`config.mk`:
```
export PLATFORM = sky130hd
export DESIGN_NAME = shadow_scan
export DESIGN_NICKNAME = d
export VERILOG_FILES = /design/src/rtl/shadow_scan.sv
export SDC_FILE = /design/constraint.sdc
export NUM_CORES = 1
export LEC_CHECK = 0
export BUFFER_PORTS_ARGS = -buffer_cell sky130_fd_sc_hd__buf_2
export CORE_AREA = 8 8 474 476
export CTS_BUF_LIST = sky130_fd_sc_hd__clkbuf_2 sky130_fd_sc_hd__clkbuf_4 sky130_fd_sc_hd__clkbuf_8
export DETAILED_ROUTE_END_ITERATION = 10
export DIE_AREA = 0 0 482 484
export GPL_TIMING_DRIVEN = 0
export PLACE_DENSITY = 0.37
export SYNTH_ARGS = -nofsm -noshare
export SYNTH_HDL_FRONTEND = slang
export SYNTH_SLANG_ARGS = --single-unit
```
`constraint.sdc`:
```
create_clock -name i_clk -period 5.5 [get_ports i_clk]
set_clock_uncertainty 0.15 [all_clocks]
set_input_delay 1.1 -clock i_clk [delete_from_list [all_inputs] [get_ports i_clk]]
set_output_delay 1.1 -clock i_clk [all_outputs]
set_load 0.1 [all_outputs]
```
`src/rtl/shadow_scan.sv`:
```
// Any-hit scan sequencer: streams a contiguous triangle range into the intersection stage
// and returns one hit/miss response. Define SHADOW_EARLY_EXIT_EN to stop at the first valid hit.
module shadow_scan #(
    parameter int ADDR_W = 16
) (
    input  logic                      i_clk,
    input  logic                      i_rst,
    input  logic                      i_req_valid,
    output logic                      o_req_ready,
    input  logic [0:1][0:2][31:0]     i_req_ray,
    input  logic [ADDR_W-1:0]         i_req_first,
    input  logic [ADDR_W-1:0]         i_req_count,
    output logic                      o_tri_rd,
    output logic [ADDR_W-1:0]         o_tri_addr,
    input  logic [0:2][0:2][31:0]     i_tri_data,
    output logic [0:1][0:2][31:0]     o_ray,
    output logic [0:2][0:2][31:0]     o_triangle,
    input  logic                      i_isect_result,
    input  logic                      i_isect_invalid,
    input  logic [0:2][31:0]          i_isect_normal,
    output logic                      o_resp_valid,
    input  logic                      i_resp_ready,
    output logic                      o_hit,
    output logic [ADDR_W-1:0]         o_hit_idx,
    output logic [0:2][31:0]          o_hit_normal,
    output logic [7:0]                o_invalid_cnt
);

    typedef enum logic [1:0] {IDLE, SCAN, DRAIN, RESP} state_t;

    state_t                 state_reg, state_next;
    logic [ADDR_W-1:0]      addr_reg;
    logic [ADDR_W-1:0]      remain_reg;
    logic                   s1_valid_reg, s2_valid_reg;
    logic [ADDR_W-1:0]      s1_idx_reg, s2_idx_reg;
    logic [0:1][0:2][31:0]  ray_reg;
    logic [0:2][0:2][31:0]  triangle_reg;
    logic                   hit_reg;
    logic [ADDR_W-1:0]      hit_idx_reg;
    logic [7:0]             invalid_cnt_reg;
    logic [31:0]            normal_reg [3];

    logic accept;
    logic eval;
    logic eval_hit;
    logic exit_now;

    assign accept   = i_req_valid && (state_reg == IDLE);
    // s2 holds the triangle currently presented to the intersection stage
    assign eval     = s2_valid_reg && ((state_reg == SCAN) || (state_reg == DRAIN));
    assign eval_hit = eval && i_isect_result && !i_isect_invalid;

`ifdef SHADOW_EARLY_EXIT_EN
    assign exit_now = eval_hit;
`else
    assign exit_now = 1'b0;
`endif

    always_comb begin
        state_next = state_reg;
        case (state_reg)
            IDLE: begin
                if (accept) begin
                    state_next = (i_req_count == '0) ? RESP : SCAN;
                end
            end
            SCAN: begin
                if (exit_now) begin
                    state_next = RESP;
                end else if (remain_reg == ADDR_W'(1)) begin
                    state_next = DRAIN;
                end
            end
            DRAIN: begin
                // Last triangle is being evaluated once nothing is left in s1
                if (exit_now || !s1_valid_reg) begin
                    state_next = RESP;
                end
            end
            RESP: begin
                if (i_resp_ready) begin
                    state_next = IDLE;
                end
            end
            default: state_next = IDLE;
        endcase
    end

    always_ff @(posedge i_clk) begin
        if (i_rst) begin
            state_reg       <= IDLE;
            addr_reg        <= '0;
            remain_reg      <= '0;
            s1_valid_reg    <= 1'b0;
            s2_valid_reg    <= 1'b0;
            s1_idx_reg      <= '0;
            s2_idx_reg      <= '0;
            ray_reg         <= '0;
            triangle_reg    <= '0;
            hit_reg         <= 1'b0;
            hit_idx_reg     <= '0;
            invalid_cnt_reg <= '0;
        end else begin
            state_reg    <= state_next;
            s1_valid_reg <= o_tri_rd;
            s1_idx_reg   <= addr_reg;
            s2_valid_reg <= s1_valid_reg && !exit_now;
            s2_idx_reg   <= s1_idx_reg;

            if (s1_valid_reg) begin
                triangle_reg <= i_tri_data;
            end

            if (accept) begin
                ray_reg    <= i_req_ray;
                addr_reg   <= i_req_first;
                remain_reg <= i_req_count;
            end else if (o_tri_rd) begin
                addr_reg   <= addr_reg + ADDR_W'(1);
                remain_reg <= remain_reg - ADDR_W'(1);
            end

            if (accept) begin
                hit_reg         <= 1'b0;
                hit_idx_reg     <= '0;
                invalid_cnt_reg <= '0;
            end else if (eval) begin
                if (i_isect_invalid) begin
                    if (invalid_cnt_reg != 8'hFF) begin
                        invalid_cnt_reg <= invalid_cnt_reg + 8'd1;
                    end
                end else if (i_isect_result && !hit_reg) begin
                    hit_reg     <= 1'b1;
                    hit_idx_reg <= s2_idx_reg;
                end
            end
        end
    end

    // Normal is latched only for the first (lowest-index) valid hit
    genvar gi;
    generate
        for (gi = 0; gi < 3; gi++) begin : g_normal
            always_ff @(posedge i_clk) begin
                if (i_rst || accept) begin
                    normal_reg[gi] <= '0;
                end else if (eval_hit && !hit_reg) begin
                    normal_reg[gi] <= i_isect_normal[gi];
                end
            end
            assign o_hit_normal[gi] = normal_reg[gi];
        end
    endgenerate

    assign o_req_ready   = (state_reg == IDLE);
    assign o_resp_valid  = (state_reg == RESP);
    assign o_tri_rd      = (state_reg == SCAN) && !exit_now;
    assign o_tri_addr    = addr_reg;
    assign o_ray         = ray_reg;
    assign o_triangle    = triangle_reg;
    assign o_hit         = hit_reg;
    assign o_hit_idx     = hit_idx_reg;
    assign o_invalid_cnt = invalid_cnt_reg;

endmodule

```
==> summary.md <==
| Metric | Value |
|---|---|
| Outcome | completed |
| Number of synthesized flops with an enable pin | 96 |
| Final instance area | 0.03671 mm2 |
| Clock power frac | between 20% and 30% |
| Pre-Repair DR Iteration Count | 8 |
| Vias in the first global route | 23840 |
| Asr flop ratio synth | 0% |
| Resize count post-CTS | 0 |
| WL final | 151.4 mm |
| Initial antenna violation count | 76 |
| Sequential-to-total area share from yosys stat | roughly three fifths |
| Count of different cell masters after synthesis | 46 |
| CTS HTree Levels | 4 |
| Final hold violations | 0 |
| Number of remaining DRC errors | 0 |
| Max-cap violations | 0 |
| Sw frac | about half |
| Max-slew violation count | 0 |
| Cell Pwr Density | about 570 mW/mm2 |
| Seq pwr share | between 20 and 30% |
| Fmax | 0.2560 GHz |
| Syn avg cell area | ~10 um2 |
| Core Box Area | between 0.2 and 0.25 mm2 |
| Initial core utilization | a little over a tenth |
| Worst-path fanout max | 10 |
| Logic pwr share | about 43% |
| DR WL/cell | roughly 22 um |
| WP data arrival | between 4000 and 5000 ps |
| # setup viols final | 0 |
| Pint | ~0.010 W |
| IO Count | approximately 1200 |
| Most common cell after layout, fill and taps aside | buf_2 |
| Worst Tran Pin Value | about 1200 ps |
| Finished Core Util | 16.85% |
| Max transition margin | around 17% |
| Clk sink count | between 600 and 700 |
| Via count | 23010 |
| Post-synthesis instance total | approximately 2400 |
| Critical path launch point type | flop |
| Syn-to-layout area delta | 53.88% |
| Peak VDD IR | between 0.2 and 0.3 mV |
| Commonest non-fill, non-tap cells in the layout | buf_2 (1256), dfxtp_1 (573), nand2_1 (432) |
| Warnings, synthesis | 0 |
| GRT Total Usage | between 10% and 20% |
| Leakage | about 16 nW |
| Share of cells above drive strength 1 | approximately two fifths |
| PortBufs | about 1200 |
| Detail Placement HPWL | 127.2 mm |
| Pin count of the biggest net entering global routing | 62 |
| Cell Area, Placed | about 0.034 mm2 |
| First-pass GRT wire length | about 200 mm |
| Critical Path RT | 6100 ps |
| Top_reg_cell synth | dfxtp_1 |
| TritonCTS buffer count | ~140 |
| Post-route ant nets | 0 |
| CTS max path bufs | 3 |
| Worst-Skew Late Latency | 850 ps |
| Mapped cell area | ~0.024 mm2 |
| Setup repair after global routing missed its margin | no |
| Crit Path Class | reg -> reg |
| Final worst path period need | 3906 ps |
| Mapped Nets | between 3000 and 4000 |
| Number of hold buffers added after CTS | 0 |
| Root Buffer | clkbuf_8 |
| Switching Power | about 0.010 W |
| Total grt overflow | 0 |
| Vias per inst | ~3.4 |
| Worst setup EP type | flop |
| Die area | 0.2333 mm2 |
| Worst-path clk slew | around 60 ps |
| Final Cycle Share | 71.03% |
| CTS tree | yes |
| Fillers | roughly 25000 |
| Layout Nets | around 4400 |
| Yosys reg bits | between 600 and 700 |
| # rows | between 150 and 200 |
| Max reg flops | 288 |
| Postcts setup bufs | 0 |
| GP Congestion | 0.8735 |
| Die height | roughly 480 um |
| Worst hold path class | reg -> reg |
| DIE WIDTH | between 400 and 500 um |
| Initial drt markers | between 1000 and 1500 |
==> logic make-up (layout without fill, tap and decap cells) <==
| family | after synthesis | in the layout | share of synthesized area, % |
|---|---|---|---|
| buf+inv | 179 | 1651 | 2.943 |
| compound gates | 272 | 272 | 6.137 |
| simple gates | 945 | 945 | 17.08 |
| other cells | 0 | 25 | 0 |
| fa+ha+maj | 8 | 8 | 0.4197 |
| xor+xnor | 28 | 28 | 1.028 |
| mux | 291 | 291 | 12.21 |
| flops | 669 | 669 | 60.18 |
==> synth_stat cells (all sizes together), types with 2 or more instances <==
library cell	count	share of area, %
and2	4	0.10
nor4b	3	0.14
a311oi	2	0.073
mux2i	291	12
buf	45	0.83
nand4	10	0.26
xnor2	11	0.40
or4	3	0.094
nand2b	2	0.052
a211oi	20	0.63
nand2	433	6.8
inv	6	0.094
ha	8	0.42
nor2b	37	0.97
nor2	321	5.1
o21ai	17	0.36
clkbuf	128	2.0
and3	99	2.6
nand3	10	0.23
dfxtp	573	48
a2111oi	3	0.11
a31oi	6	0.16
o31ai	2	0.063
xor2	17	0.62
or3	5	0.13
nor3	4	0.10
a21oi	217	4.6
nor4	5	0.19
and4	4	0.15
nand3b	2	0.063
edfxtp	96	12
==> critical path, stage by stage, from the launching register on <==
cell,delay [ps]
dfxtp_1,380
inv_1,80
ha_1,310
nand2_1,280
clkbuf_1,940
clkbuf_1,800
clkbuf_1,550
nand2_1,130
a21oi_1,170
==> power by group through the flow <==
stage	combinational, W	sequential (W)	clock (W)
after floorplan	0.00190	0.0111	0
after global placement	0.00900	0.00632	0
after detailed placement	0.00900	0.00632	0
after CTS	0.00902	0.00623	0.00603
after global routing	0.00930	0.00631	0.00623
final	0.00889	0.00623	0.00575
==> stage by stage <==
stage	power, W	instances	TNS (ps)	hold WS (ps)	setup WS (ps)
after detailed placement	0.01532	6498	0	277.6	1049
final	0.02086	6760	0	284.5	1594
after floorplan	0.01305	2392	0	263.8	894.6
after global placement	0.01532	6495	-141290	267.2	-1478
after global routing	0.02184	6741	0	195.1	1318
after CTS	0.02127	6735	0	148.3	1474
==> layer usage <==
layer  GRT usage (%)  share of wire (%)
met5               0               0.20
met4           3.689                2.8
met3           6.405                 12
met2           21.48                 48
met1           12.84                 37
==> cell type report <==
type,count,area (um2),area share [%]
multi-input cells,1544,8805,23.99
plain buffers,173,683.2,1.861
repair buffers,1235,6233,16.98
inverters,6,22.52,0.06136
clock inverters,42,494.2,1.346
clock buffers,195,2459,6.698
flip-flops and latches,669,14350,39.11
diodes,25,62.56,0.1704
well taps,2871,3592,9.787
==> final timing paths <==
check,start,slack (ps),cells past startpoint,endpoint
max,state_reg[0],1590,8,o_ray[149]
min reg2reg,s2_idx_reg[0],280,2,o_hit_idx[0]
max reg2reg,state_reg[0],1590,8,o_ray[149]
min,s2_idx_reg[0],280,2,o_hit_idx[0]
Note: power is estimated with default switching activity, not from simulation.
